===== src/rtl/oven_plant_if.sv =====
// Plant-side bus between the oven controller model and the thermal/timer plant.
//   heater_on  : heater command from the controller (controller -> plant)
//   run        : cook-in-progress from the controller (controller -> plant)
//   temp       : modelled oven temperature, 8 bits (plant -> controller)
//   timer      : elapsed run time in timer units, 4 bits (plant -> controller)
//   tick       : one-cycle pulse when temp/timer have just been updated
//   at_max     : temp is at the ceiling
//   at_ambient : temp is at the ambient floor
interface oven_plant_if;
   logic       heater_on;
   logic       run;
   logic [7:0] temp;
   logic [3:0] timer;
   logic       tick;
   logic       at_max;
   logic       at_ambient;

   // controller side
   modport master (
      output heater_on, run,
      input  temp, timer, tick, at_max, at_ambient
   );

   // plant side
   modport slave (
      input  heater_on, run,
      output temp, timer, tick, at_max, at_ambient
   );
endinterface


===== src/rtl/oven_plant.sv =====
// Closed-loop thermal/timer plant for the oven controller.
// Every TICK_DIV clock cycles the plant heats or cools the modelled temperature
// according to heater_on, and advances a run timer (in units of TIMER_DIV ticks)
// while run is high. A rising edge of run restarts the timer.
// Ports:
//   clk : sole clock, all state changes on its rising edge
//   rst : synchronous active-high reset
//   bus : oven_plant_if.slave (heater_on, run in; temp, timer, tick, at_max, at_ambient out)
module oven_plant #(
   parameter int unsigned TICK_DIV  = 1000,
   parameter int unsigned TIMER_DIV = 60,
   parameter int unsigned HEAT_STEP = 2,
   parameter int unsigned COOL_STEP = 1,
   parameter int unsigned AMBIENT   = 25,
   parameter int unsigned TEMP_MAX  = 250
) (
   input logic          clk,
   input logic          rst,
   oven_plant_if.slave  bus
);

   localparam int unsigned PRE_W = $clog2(TICK_DIV);
   localparam int unsigned SUB_W = (TIMER_DIV > 1) ? $clog2(TIMER_DIV) : 1;

   localparam logic [PRE_W-1:0] PRE_LAST = PRE_W'(TICK_DIV - 1);
   localparam logic [SUB_W-1:0] SUB_LAST = SUB_W'(TIMER_DIV - 1);

   localparam logic [7:0] AMB8   = 8'(AMBIENT);
   localparam logic [7:0] MAX8   = 8'(TEMP_MAX);
   localparam logic [7:0] COOL8  = 8'(COOL_STEP);
   localparam logic [8:0] MAX9   = 9'(TEMP_MAX);
   localparam logic [8:0] HEAT9  = 9'(HEAT_STEP);
   // Lowest temperature from which a full cool step stays at or above ambient
   localparam logic [8:0] FLOOR9 = 9'(AMBIENT + COOL_STEP);

   logic [PRE_W-1:0] prescaler;
   logic [SUB_W-1:0] sub_cnt;
   logic [7:0]       temp_q;
   logic [3:0]       timer_q;
   logic             tick_q;
   logic             at_max_q;
   logic             at_amb_q;
   logic             run_q;

   logic             tick_cycle_c;
   logic             run_start_c;
   logic [8:0]       heat_sum_c;
   logic [7:0]       temp_nxt_c;

   assign tick_cycle_c = (prescaler == PRE_LAST);
   assign run_start_c  = bus.run & ~run_q;

   // Next temperature: 9-bit heat sum clipped at the ceiling, cooling clipped at ambient
   always_comb begin
      heat_sum_c = {1'b0, temp_q} + HEAT9;
      temp_nxt_c = temp_q;
      if (bus.heater_on) begin
         temp_nxt_c = (heat_sum_c > MAX9) ? MAX8 : heat_sum_c[7:0];
      end else if ({1'b0, temp_q} >= FLOOR9) begin
         temp_nxt_c = temp_q - COOL8;
      end else begin
         temp_nxt_c = AMB8;
      end
   end

   // Prescaler, thermal state, run timer and status flags
   always_ff @(posedge clk) begin
      if (rst) begin
         prescaler <= '0;
         sub_cnt   <= '0;
         temp_q    <= AMB8;
         timer_q   <= 4'd0;
         tick_q    <= 1'b0;
         at_max_q  <= 1'b0;
         at_amb_q  <= 1'b1;
         run_q     <= 1'b0;
      end else begin
         run_q     <= bus.run;
         tick_q    <= tick_cycle_c;
         prescaler <= tick_cycle_c ? '0 : prescaler + 1'b1;

         if (tick_cycle_c) begin
            temp_q   <= temp_nxt_c;
            at_max_q <= (temp_nxt_c == MAX8);
            at_amb_q <= (temp_nxt_c == AMB8);
         end

         // A run start wins over a coincident tick's timer advance
         if (run_start_c) begin
            sub_cnt <= '0;
            timer_q <= 4'd0;
         end else if (tick_cycle_c && bus.run) begin
            if (sub_cnt == SUB_LAST) begin
               sub_cnt <= '0;
               if (timer_q != 4'hF) begin
                  timer_q <= timer_q + 4'd1;
               end
            end else begin
               sub_cnt <= sub_cnt + 1'b1;
            end
         end
      end
   end

   assign bus.temp       = temp_q;
   assign bus.timer      = timer_q;
   assign bus.tick       = tick_q;
   assign bus.at_max     = at_max_q;
   assign bus.at_ambient = at_amb_q;

endmodule


===== src/flat_wrapper.sv =====
// flat-port wrapper written by rule: the top's interface ports become plain ports
module oven_plant_flat 
#(
   parameter int unsigned TICK_DIV  = 1000,
   parameter int unsigned TIMER_DIV = 60,
   parameter int unsigned HEAT_STEP = 2,
   parameter int unsigned COOL_STEP = 1,
   parameter int unsigned AMBIENT   = 25,
   parameter int unsigned TEMP_MAX  = 250
)
  (clk, rst, bus_heater_on, bus_run, bus_temp, bus_timer, bus_tick, bus_at_max, bus_at_ambient);
  oven_plant_if bus_i ();
  input logic clk;
  input logic rst;
  input wire logic [$bits(bus_i.heater_on)-1:0] bus_heater_on;
  input wire logic [$bits(bus_i.run)-1:0] bus_run;
  output wire logic [$bits(bus_i.temp)-1:0] bus_temp;
  output wire logic [$bits(bus_i.timer)-1:0] bus_timer;
  output wire logic [$bits(bus_i.tick)-1:0] bus_tick;
  output wire logic [$bits(bus_i.at_max)-1:0] bus_at_max;
  output wire logic [$bits(bus_i.at_ambient)-1:0] bus_at_ambient;
  assign bus_i.heater_on = bus_heater_on;
  assign bus_i.run = bus_run;
  assign bus_temp = bus_i.temp;
  assign bus_timer = bus_i.timer;
  assign bus_tick = bus_i.tick;
  assign bus_at_max = bus_i.at_max;
  assign bus_at_ambient = bus_i.at_ambient;
  oven_plant #(.TICK_DIV(TICK_DIV), .TIMER_DIV(TIMER_DIV), .HEAT_STEP(HEAT_STEP), .COOL_STEP(COOL_STEP), .AMBIENT(AMBIENT), .TEMP_MAX(TEMP_MAX)) u_core (.clk(clk), .rst(rst), .bus(bus_i));
endmodule

===== config.mk =====
export PLATFORM = sky130hd
export DESIGN_NAME = oven_plant_flat
export DESIGN_NICKNAME = d
export VERILOG_FILES = /design/src/rtl/oven_plant_if.sv /design/src/rtl/oven_plant.sv /design/src/flat_wrapper.sv
export SDC_FILE = /design/constraint.sdc
export NUM_CORES = 1
export LEC_CHECK = 0
export CAP_MARGIN = 20
export CORE_ASPECT_RATIO = 0.9
export CORE_MARGIN = 2
export CORE_UTILIZATION = 45
export CTS_CLUSTER_SIZE = 25
export DETAILED_ROUTE_END_ITERATION = 8
export PLACE_DENSITY = 0.68
export SLEW_MARGIN = 40
export SYNTH_ARGS = -nofsm -noshare
export SYNTH_HDL_FRONTEND = slang
export SYNTH_SLANG_ARGS = --single-unit

===== constraint.sdc =====
create_clock -name clk -period 2.3 [get_ports clk]
set_clock_uncertainty 0.15 [all_clocks]
set_input_delay 0.575 -clock clk [delete_from_list [all_inputs] [get_ports clk]]
set_output_delay 0.575 -clock clk [all_outputs]
set_load 0.1 [all_outputs]

# == Word-level counts from Yosys, hierarchy flattened ==
# Index checks and enable logic that the tools add are counted.
# classes
addsub,5
n_lt_le_gt_ge,2
eq_ne,5
mux,4
n_bitwise,2
n_reduce_logical,4
# op_table
cell,n
2-to-1 mux 8 bit,3
"adder 10 x 1 -> 10 bit, second input constant",1
"== test 10 bit, second input constant",1
"adder 8 x 2 -> 9 bit, second input constant",1
"greater-than comparator 9 x 8 -> 1 bit, second input constant",1
"== test 8 x 5 -> 1 bit, second input constant",1
"== test 8 bit, second input constant",1
"greater-or-equal comparator 8 x 5 -> 1 bit, second input constant",1
"subtractor 8 x 1 -> 8 bit, second input constant",1
"adder 6 x 1 -> 6 bit, second input constant",1
"== test 6 bit, second input constant",1
2-to-1 mux 6 bit,1
"adder 4 x 1 -> 4 bit, second input constant",1
"inequality test 4 bit, second input constant",1
OR reduction 2 bit,2
AND reduction 3 bit,1
bitwise AND 1 bit,1
logical AND 1 bit,1
inverter 1 bit,1
# totals
ff_bits,32
inputBits,4
wordCells,30

# == Longest topological paths before layout ==
# Gate-level depths: netlist of run 1.
# depth
depth_word,5
mapped_depth,9
ltp_nobuf,8

# == Least setup slack after synthesis of run 1 ==
# OpenSTA, ideal clock, no wires.
# synth_path
path_type,reg-to-reg
start,register u_core.temp_q[1] (netlist: u_core.bus.temp[1])
end,register u_core.at_max_q (netlist: u_core.bus.at_max)
setup_time_ns,0.096
t_arrival_ns,3.080
path_slack_ns,-1.026
path_stages_with_launch,8
n_path_buf,0
synth_period_minus_slack_ns,3.326
cell_sequence,dfxtp_1 inv_1 ha_1 or3b_2 nor3_1 mux4_2 or4_1 o41ai_2
# synth_between
elab_chain_cells,5
# synth_lines
element,line,source
"start, declared",oven_plant.sv:38,logic [7:0] temp_q;
"start signal, assigned",oven_plant.sv:83,temp_q <= temp_nxt_c;
adder 8 x 2 -> 9 bit,oven_plant.sv:55,"heat_sum_c = {1'b0, temp_q} + HEAT9;"
greater-than comparator 9 x 8 -> 1 bit,oven_plant.sv:58,temp_nxt_c = (heat_sum_c > MAX9) ? MAX8 : heat_sum_c[7:0];
2-to-1 mux 8 bit,oven_plant.sv:58,
2-to-1 mux 8 bit *,oven_plant.sv:57,if (bus.heater_on) begin
== test 8 bit *,oven_plant.sv:84,at_max_q <= (temp_nxt_c == MAX8);
"end signal, assigned",oven_plant.sv:84,
"end, declared",oven_plant.sv:41,logic at_max_q;
# Mark *: on every way between the ends. The rest lies on a longest branch, timed or not.
# A chain may end at the register's enable or synchronous reset.

# == Worst setup path after layout of run 1 ==
# Same ends and word-level chain as after synthesis.

==> impl_metrics.csv, run 1 <==
group,metric,value,unit
floorplan,die_area,0.00455,mm²
sta,min_period,2.29,ns
critical_path,cp_slowest_cell,"mux4_2",
cells_and_area,areaGrowthSynthToFinish,45.6,%
critical_path,slowest_delay,0.47,ns
cts,clkTransAtPathRegs,0.06,ns
critical_path,crit_type,"reg2reg",
cells_and_area,nNetsFinal,284,
grt,grt_pass1_vias,1605,
placed_design,dpl.hpwl,3.18,mm
floorplan,die-width,70.9,µm
cts,cts_made_buffers,5,
cells_and_area,insertedDiodeCount,0,
job,max_cap_violations,0,
sta,worst_pin_slew,0.524,ns
placed_design,pre_cts_ws,-0.494,ns
worst_hold_path,worstHoldStart,"u_core.prescaler[0]$_SDFF_PP0_",
sta,report.final.slew_viol_count,0,
placed_design,placed_cells,304,
route,wl,4.56,mm
route,post-route-drc-count,0,
sta,fin_tns_setup,0,ns
yosys,synthTopCellsByArea,"dfxtp_1, nor2_1, ha_1",
route,viasPerCell,5.53,
floorplan,start_util,0.479,
cts,cts_tree,"yes",
yosys,yosysTopAreaCellShare,0.354,
power,peakVddDrop,0.306,mV
critical_path,reg2reg_depth,7,
cells_and_area,drive_gt1_frac,0.357,
yosys,ys.flop_type,"dfxtp_1",
placed_design,portBuffers,18,
yosys,synth_top_area_cell,"dfxtp_1",
yosys,synth-edff-count,0,
floorplan,pin_count,19,
grt,grt_pass1_wl,7.48,mm
critical_path,crit_family,"simple AND/OR/NAND/NOR gates",
critical_path,rr_startpoint,"u_core.bus.temp[1]$_SDFFE_PP0P_",
critical_path,path_buf_inv,1,
route,antenna_left,0,
grt,grt_overflow,0,
critical_path,end_kind,"register",
grt,antenna_found_initial,0,
critical_path,crit_arrival,2.34,ns
yosys,ys_seq_area_frac,0.354,
worst_hold_path,hp-class,"reg2reg",
route,first_pass_iters,4,
route,vias,1759,
worst_hold_path,hold_depth,1,
critical_path,r2r-end,"u_core.bus.at_max$_SDFFE_PP0P_",
worst_hold_path,hold_path_end,"u_core.prescaler[0]$_SDFF_PP0_",
sta,relSlewSlack,0.647,
critical_path,rrSetupSlack,0.007,ns
route,drt_iter0_drc,114,
yosys,synth.avg_cell_area,8.30,µm²
sta,worst_slack,0.00662,ns
cells_and_area,layout_commonest_cell,"buf_4",
placed_design,place.gp.congestion,0.973,
grt,grt_max_degree,16,
critical_path,critPathLaunchType,"register",
cells_and_area,fin_cells,318,
critical_path,critPathMaxFanout,7,
sta,max_freq,436,MHz
yosys,synth_warnings,0,
yosys,ys_types,50,
cells_and_area,seq_area,663,µm²
critical_path,critical_path.cell_chain,"inv_6, ha_4, nor3b_4, nand3_1, mux4_2, or4_4, o41ai_2",
yosys,syn_area,0.00181,mm²
cts,cts-root-buf,"clkbuf_8",
run_status,status,"complete, no violations",
power,leakagePower,1.09,nW
sta,hold_violations,0,
cts,htreeDepth,2,
cells_and_area,layout_common_cells,"buf_4, nor2_1, dfxtp_1, nand2_1, nand3_1",
yosys,syn-instance-count,218,
sta,whs,0.301,ns
cells_and_area,fillers,306,
critical_path,crit_required,2.35,ns
power,p_per_area,451,mW/mm²
floorplan,core_area,0.00378,mm²
sta,rsz0062_at_grt,"true",
floorplan,rows,21,
yosys,synth_seq_cells,32,
cts,worstSkewPairLatency,0.29,ns
yosys,async_reset_ff_frac,0,
cts,clk_path_buf_depth,2,
sta,setup_viol,0,
grt,track_usage,0.212,
yosys,syn_nets,231,
cells_and_area,multi_input_area,0.00124,mm²
floorplan,die_y,64.2,µm
cts,holdBufCountCts,0,
sta,min_period_over_period,0.997,
cts,cts_sinks,32,
route,wl_per_cell,14.3,µm
-- worst register-to-register path, cell delays in order (launching register included) --
cell and delay (ns):
dfxtp_4 0.39, inv_6 0.09, ha_4 0.14, nor3b_4 0.25, nand3_1 0.10, mux4_2 0.47
or4_4 0.42, o41ai_2 0.19
-- worst max path at each step --
stage	endpoint	cells after the start	from	slack [ns]
final	u_core.bus.at_max$_SDFFE_PP0P_	7	u_core.bus.temp[1]$_SDFFE_PP0P_	0.007
after global routing	u_core.bus.at_max$_SDFFE_PP0P_	7	u_core.bus.temp[1]$_SDFFE_PP0P_	-0.09
after CTS	u_core.bus.at_max$_SDFFE_PP0P_	8	u_core.bus.temp[1]$_SDFFE_PP0P_	0.0004
after detailed placement	u_core.bus.at_max$_SDFFE_PP0P_	6	bus_heater_on	-0.49
after global placement	u_core.bus.at_max$_SDFFE_PP0P_	6	bus_heater_on	-0.47
after floorplan	u_core.bus.at_max$_SDFFE_PP0P_	7	u_core.bus.temp[1]$_SDFFE_PP0P_	-0.19
-- repair_timing --
item | CTS | global route
setup buffers | 5 | 2
pin swaps | 1 | 5
hold endpoints to repair | 0 | 0
gates resized for setup | 6 | 22
setup endpoints to repair | 3 | 11
-- routing by layer --
layer  track usage  wire length (µm)
met4        0.0991               102
met3        0.0442               278
met1         0.312              2220
met2         0.291              1960
met5             0                 0
-- state kept, by name (all words and copies together) (netlist names) --
| register | cells |
|---|---|
| u_core.bus.at_ambient | 1 |
| u_core.bus.at_max | 1 |
| u_core.bus.temp | 8 |
| u_core.bus.tick | 1 |
| u_core.bus.timer | 4 |
| u_core.prescaler | 10 |
| u_core.run_q | 1 |
| u_core.sub_cnt | 6 |
-- through the flow --
step | cell area, µm² | util | power [mW]
finish | 2640 | 0.697 | 1.19
global route | 2640 | 0.697 | 1.23
CTS | 2510 | 0.663 | 1.20
detailed placement | 2320 | 0.614 | 0.612
global placement | 2320 | 0.614 | 0.611
floorplan | 1850 | - | 0.589
-- report_power, final --
part           switching [mW]  internal, mW  total, mW
clock                   0.206         0.382      0.587
sequential            0.00367         0.554      0.557
combinational          0.0257        0.0189     0.0446
total                   0.235         0.954       1.19
-- cell usage after synthesis, drive strengths merged, types with 2 or more instances --
| master | n |
|---|---|
| or4 | 2 |
| nand4 | 5 |
| xnor2 | 7 |
| buf | 4 |
| nor3 | 5 |
| a21oi | 10 |
| ha | 9 |
| nor2 | 40 |
| nand2 | 14 |
| dfxtp | 32 |
| a32oi | 2 |
| o21ai | 4 |
| a21boi | 2 |
| mux2i | 2 |
| nor3b | 2 |
| o211ai | 2 |
| a31oi | 2 |
| inv | 8 |
| and3 | 5 |
| o2bb2ai | 2 |
| a211oi | 5 |
| nand2b | 3 |
| clkbuf | 6 |
| nand3 | 12 |
| xor2 | 12 |
| and4 | 2 |
-- cell type report --
type,instances,share of cell area
Tap cell,46,0.0218
Timing Repair Buffer,56,0.195
Clock buffer,7,0.0365
Inverter,8,0.0142
Clock inverter,1,0.0114
Sequential cell,32,0.252
Multi-Input combinational cell,168,0.469
-- cell families after synthesis --
group,after synthesis,share of synthesized area
AOI/OAI and AO/OA,39,0.154
xor gates and xnor gates,19,0.0919
DFF,32,0.354
and+or+nand+nor,98,0.270
muxes,3,0.0235
buffers and inverters,18,0.0449
adders and majority gates,9,0.0622
(Power assumes the default switching activity.)
==> inputs of run 2 (changes only) <==
Settings changed: GPL_ROUTABILITY_DRIVEN from default to 0, RECOVER_POWER from default to 100.
==> run 2 against run 1 <==
  * Non-clock buffer count shrank 1
  * Critical endpoint unchanged
  * Cell area is 3.9% lower
  * Sequential cell count unchanged
  * Via count fell by 1.1%
  * Highest routed layer unchanged
  * Setup slack improved by 0.0047 ns
  * Combinational power decreased by 7.4%
  * Core utilization down 2.7 points
  * Critical path depth is the same
  * Final cell count down 0.31%
==> impl_metrics.csv, run 2 (synthesis gave the netlist of run 1 again) <==
group,metric,value,unit
run_status,status,"complete, no violations",
critical_path,path_buf_inv,2,
critical_path,cp_slowest_cell,"mux4_2",
floorplan,core_area,0.00378,mm²
placed_design,portBuffers,18,
cts,cts-root-buf,"clkbuf_8",
critical_path,critPathLaunchType,"register",
sta,hold_violations,0,
critical_path,crit_type,"reg2reg",
floorplan,die_area,0.00455,mm²
cells_and_area,layout_common_cells,"buf_4, nor2_1, dfxtp_1, nand2_1, nand3_1",
route,wl,4.50,mm
sta,report.final.slew_viol_count,0,
grt,grt_max_degree,16,
cts,worstSkewPairLatency,0.29,ns
critical_path,critPathMaxFanout,4,
worst_hold_path,hp-class,"reg2reg",
cts,cts_tree,"yes",
cts,htreeDepth,2,
sta,max_freq,437,MHz
floorplan,pin_count,19,
sta,min_period,2.29,ns
placed_design,dpl.hpwl,3.17,mm
route,vias,1739,
floorplan,rows,21,
sta,setup_viol,0,
grt,grt_overflow,0,
power,leakagePower,1.04,nW
job,max_cap_violations,0,
route,viasPerCell,5.49,
sta,worst_slack,0.0113,ns
floorplan,die_y,64.2,µm
cells_and_area,fillers,311,
cells_and_area,drive_gt1_frac,0.339,
grt,grt_pass1_wl,7.48,mm
cts,cts_made_buffers,5,
route,first_pass_iters,4,
sta,rsz0062_at_grt,"true",
route,post-route-drc-count,0,
route,wl_per_cell,14.2,µm
critical_path,crit_arrival,2.34,ns
cells_and_area,final_cell_area,0.00253,mm²
cts,clk_path_buf_depth,2,
critical_path,critical_path.cell_chain,"buf_4, buf_4, and4_4, nor3b_1, mux4_2, or4_4, o41ai_2",
cts,cts_sinks,32,
cts,clkTransAtPathRegs,0.07,ns
cts,holdBufCountCts,0,
cells_and_area,layout_commonest_cell,"buf_4",
grt,antenna_found_initial,0,
route,antenna_left,0,
critical_path,crit_family,"simple AND/OR/NAND/NOR gates",
sta,relSlewSlack,0.640,
cells_and_area,areaGrowthSynthToFinish,39.9,%
cells_and_area,top_register,"u_core.prescaler",
floorplan,die-width,70.9,µm
placed_design,pre_cts_ws,-0.480,ns
floorplan,start_util,0.479,
sta,min_period_over_period,0.995,
grt,track_usage,0.213,
critical_path,end_kind,"register",
critical_path,slowest_delay,0.49,ns
sta,worst_pin_slew,0.542,ns
cells_and_area,nNetsFinal,283,
cells_and_area,largest_reg_flops,10,
route,drt_iter0_drc,113,
power,p_per_area,399,mW/mm²
placed_design,place_area,0.00234,mm²
power,peakVddDrop,0.367,mV
critical_path,crit_required,2.35,ns
grt,grt_pass1_vias,1630,
critical_path,crit_top_cell,"buf_4",
cells_and_area,insertedDiodeCount,0,
==> run 2: changes by cell type in the layout (fill, tap and decap cells not counted), moves of 2 or more <==
cell,before,now
buf_4,46,42
clkbuf_2,0,3
clkbuf_8,7,5
clkinv_2,0,2
==> run 2: where the power goes <==
group	switching (mW)	leakage [nW]	internal, mW	total (mW)
clock	0.207	0.0453	0.205	0.412
combinational	0.0245	0.732	0.0168	0.0413
sequential	0.00368	0.262	0.553	0.557
total	0.236	1.04	0.775	1.01
==> run 2: cell type report <==
type / count / area (µm²) / area share
multi-input cells: 168 / 1210 / 0.479
repair buffers: 55 / 483 / 0.191
clock inverters: 3 / 13.8 / 0.00543
clock buffers: 5 / 68.8 / 0.0272
inverters: 8 / 35.0 / 0.0138
flip-flops and latches: 32 / 663 / 0.262
well taps: 46 / 57.6 / 0.0227
==> run 2: per-stage QoR <==
| stage | instances | TNS, ns | total power, mW | util | hold slack (ns) |
|---|---|---|---|---|---|
| 3_3_place_gp | 306 | -0.745 | 0.610 | 0.618 | 0.277 |
| 5_1_grt | 317 | -0.0693 | 1.05 | 0.670 | 0.336 |
| 4_1_cts | 317 | 0 | 1.02 | 0.662 | 0.305 |
| 3_5_place_dp | 306 | -1.03 | 0.611 | 0.618 | 0.293 |
| 2_1_floorplan | 218 | -0.282 | 0.589 | - | 0.268 |
| 6_report | 317 | 0 | 1.01 | 0.670 | 0.303 |
==> run 2: final timing paths <==
path         slack [ns]                            start                             end  depth (start not counted)
max                0.01  u_core.bus.temp[2]$_SDFFE_PP0P_  u_core.bus.at_max$_SDFFE_PP0P_                          7
min                0.30   u_core.prescaler[0]$_SDFF_PP0_  u_core.prescaler[0]$_SDFF_PP0_                          1
max reg2reg        0.01  u_core.bus.temp[2]$_SDFFE_PP0P_  u_core.bus.at_max$_SDFFE_PP0P_                          7
min reg2reg        0.30   u_core.prescaler[0]$_SDFF_PP0_  u_core.prescaler[0]$_SDFF_PP0_                          1
==> run 2: worst reg2reg max path, stage by stage, from the launching register on <==
cell and delay [ns]:
dfxtp_4 0.36, buf_4 0.15, buf_4 0.13, and4_4 0.17, nor3b_1 0.13, mux4_2 0.49
or4_4 0.43, o41ai_2 0.19
==> run 2: per-layer routing <==
| metal | share of wire | up-vias | track usage |
|---|---|---|---|
| met5 | 0 | - | 0 |
| met4 | 0.026 | 0 | 0.0943 |
| met3 | 0.072 | 13 | 0.0584 |
| met2 | 0.42 | 52 | 0.303 |
| met1 | 0.48 | 798 | 0.299 |
| li1 | - | 876 | - |
==> run 2: timing repair <==
action	in CTS	in global routing
pin swaps	6	6
setup buffers	3	1
resized for setup	13	12
hold endpoints to repair	0	0
setup endpoints to repair	2	12
==> inputs of run 3 (changes only) <==
Settings changed: GPL_TIMING_DRIVEN from default to 1.
==> results of run 3 <==
No change in the layout: final DEF, timing and power equal those of run 2.
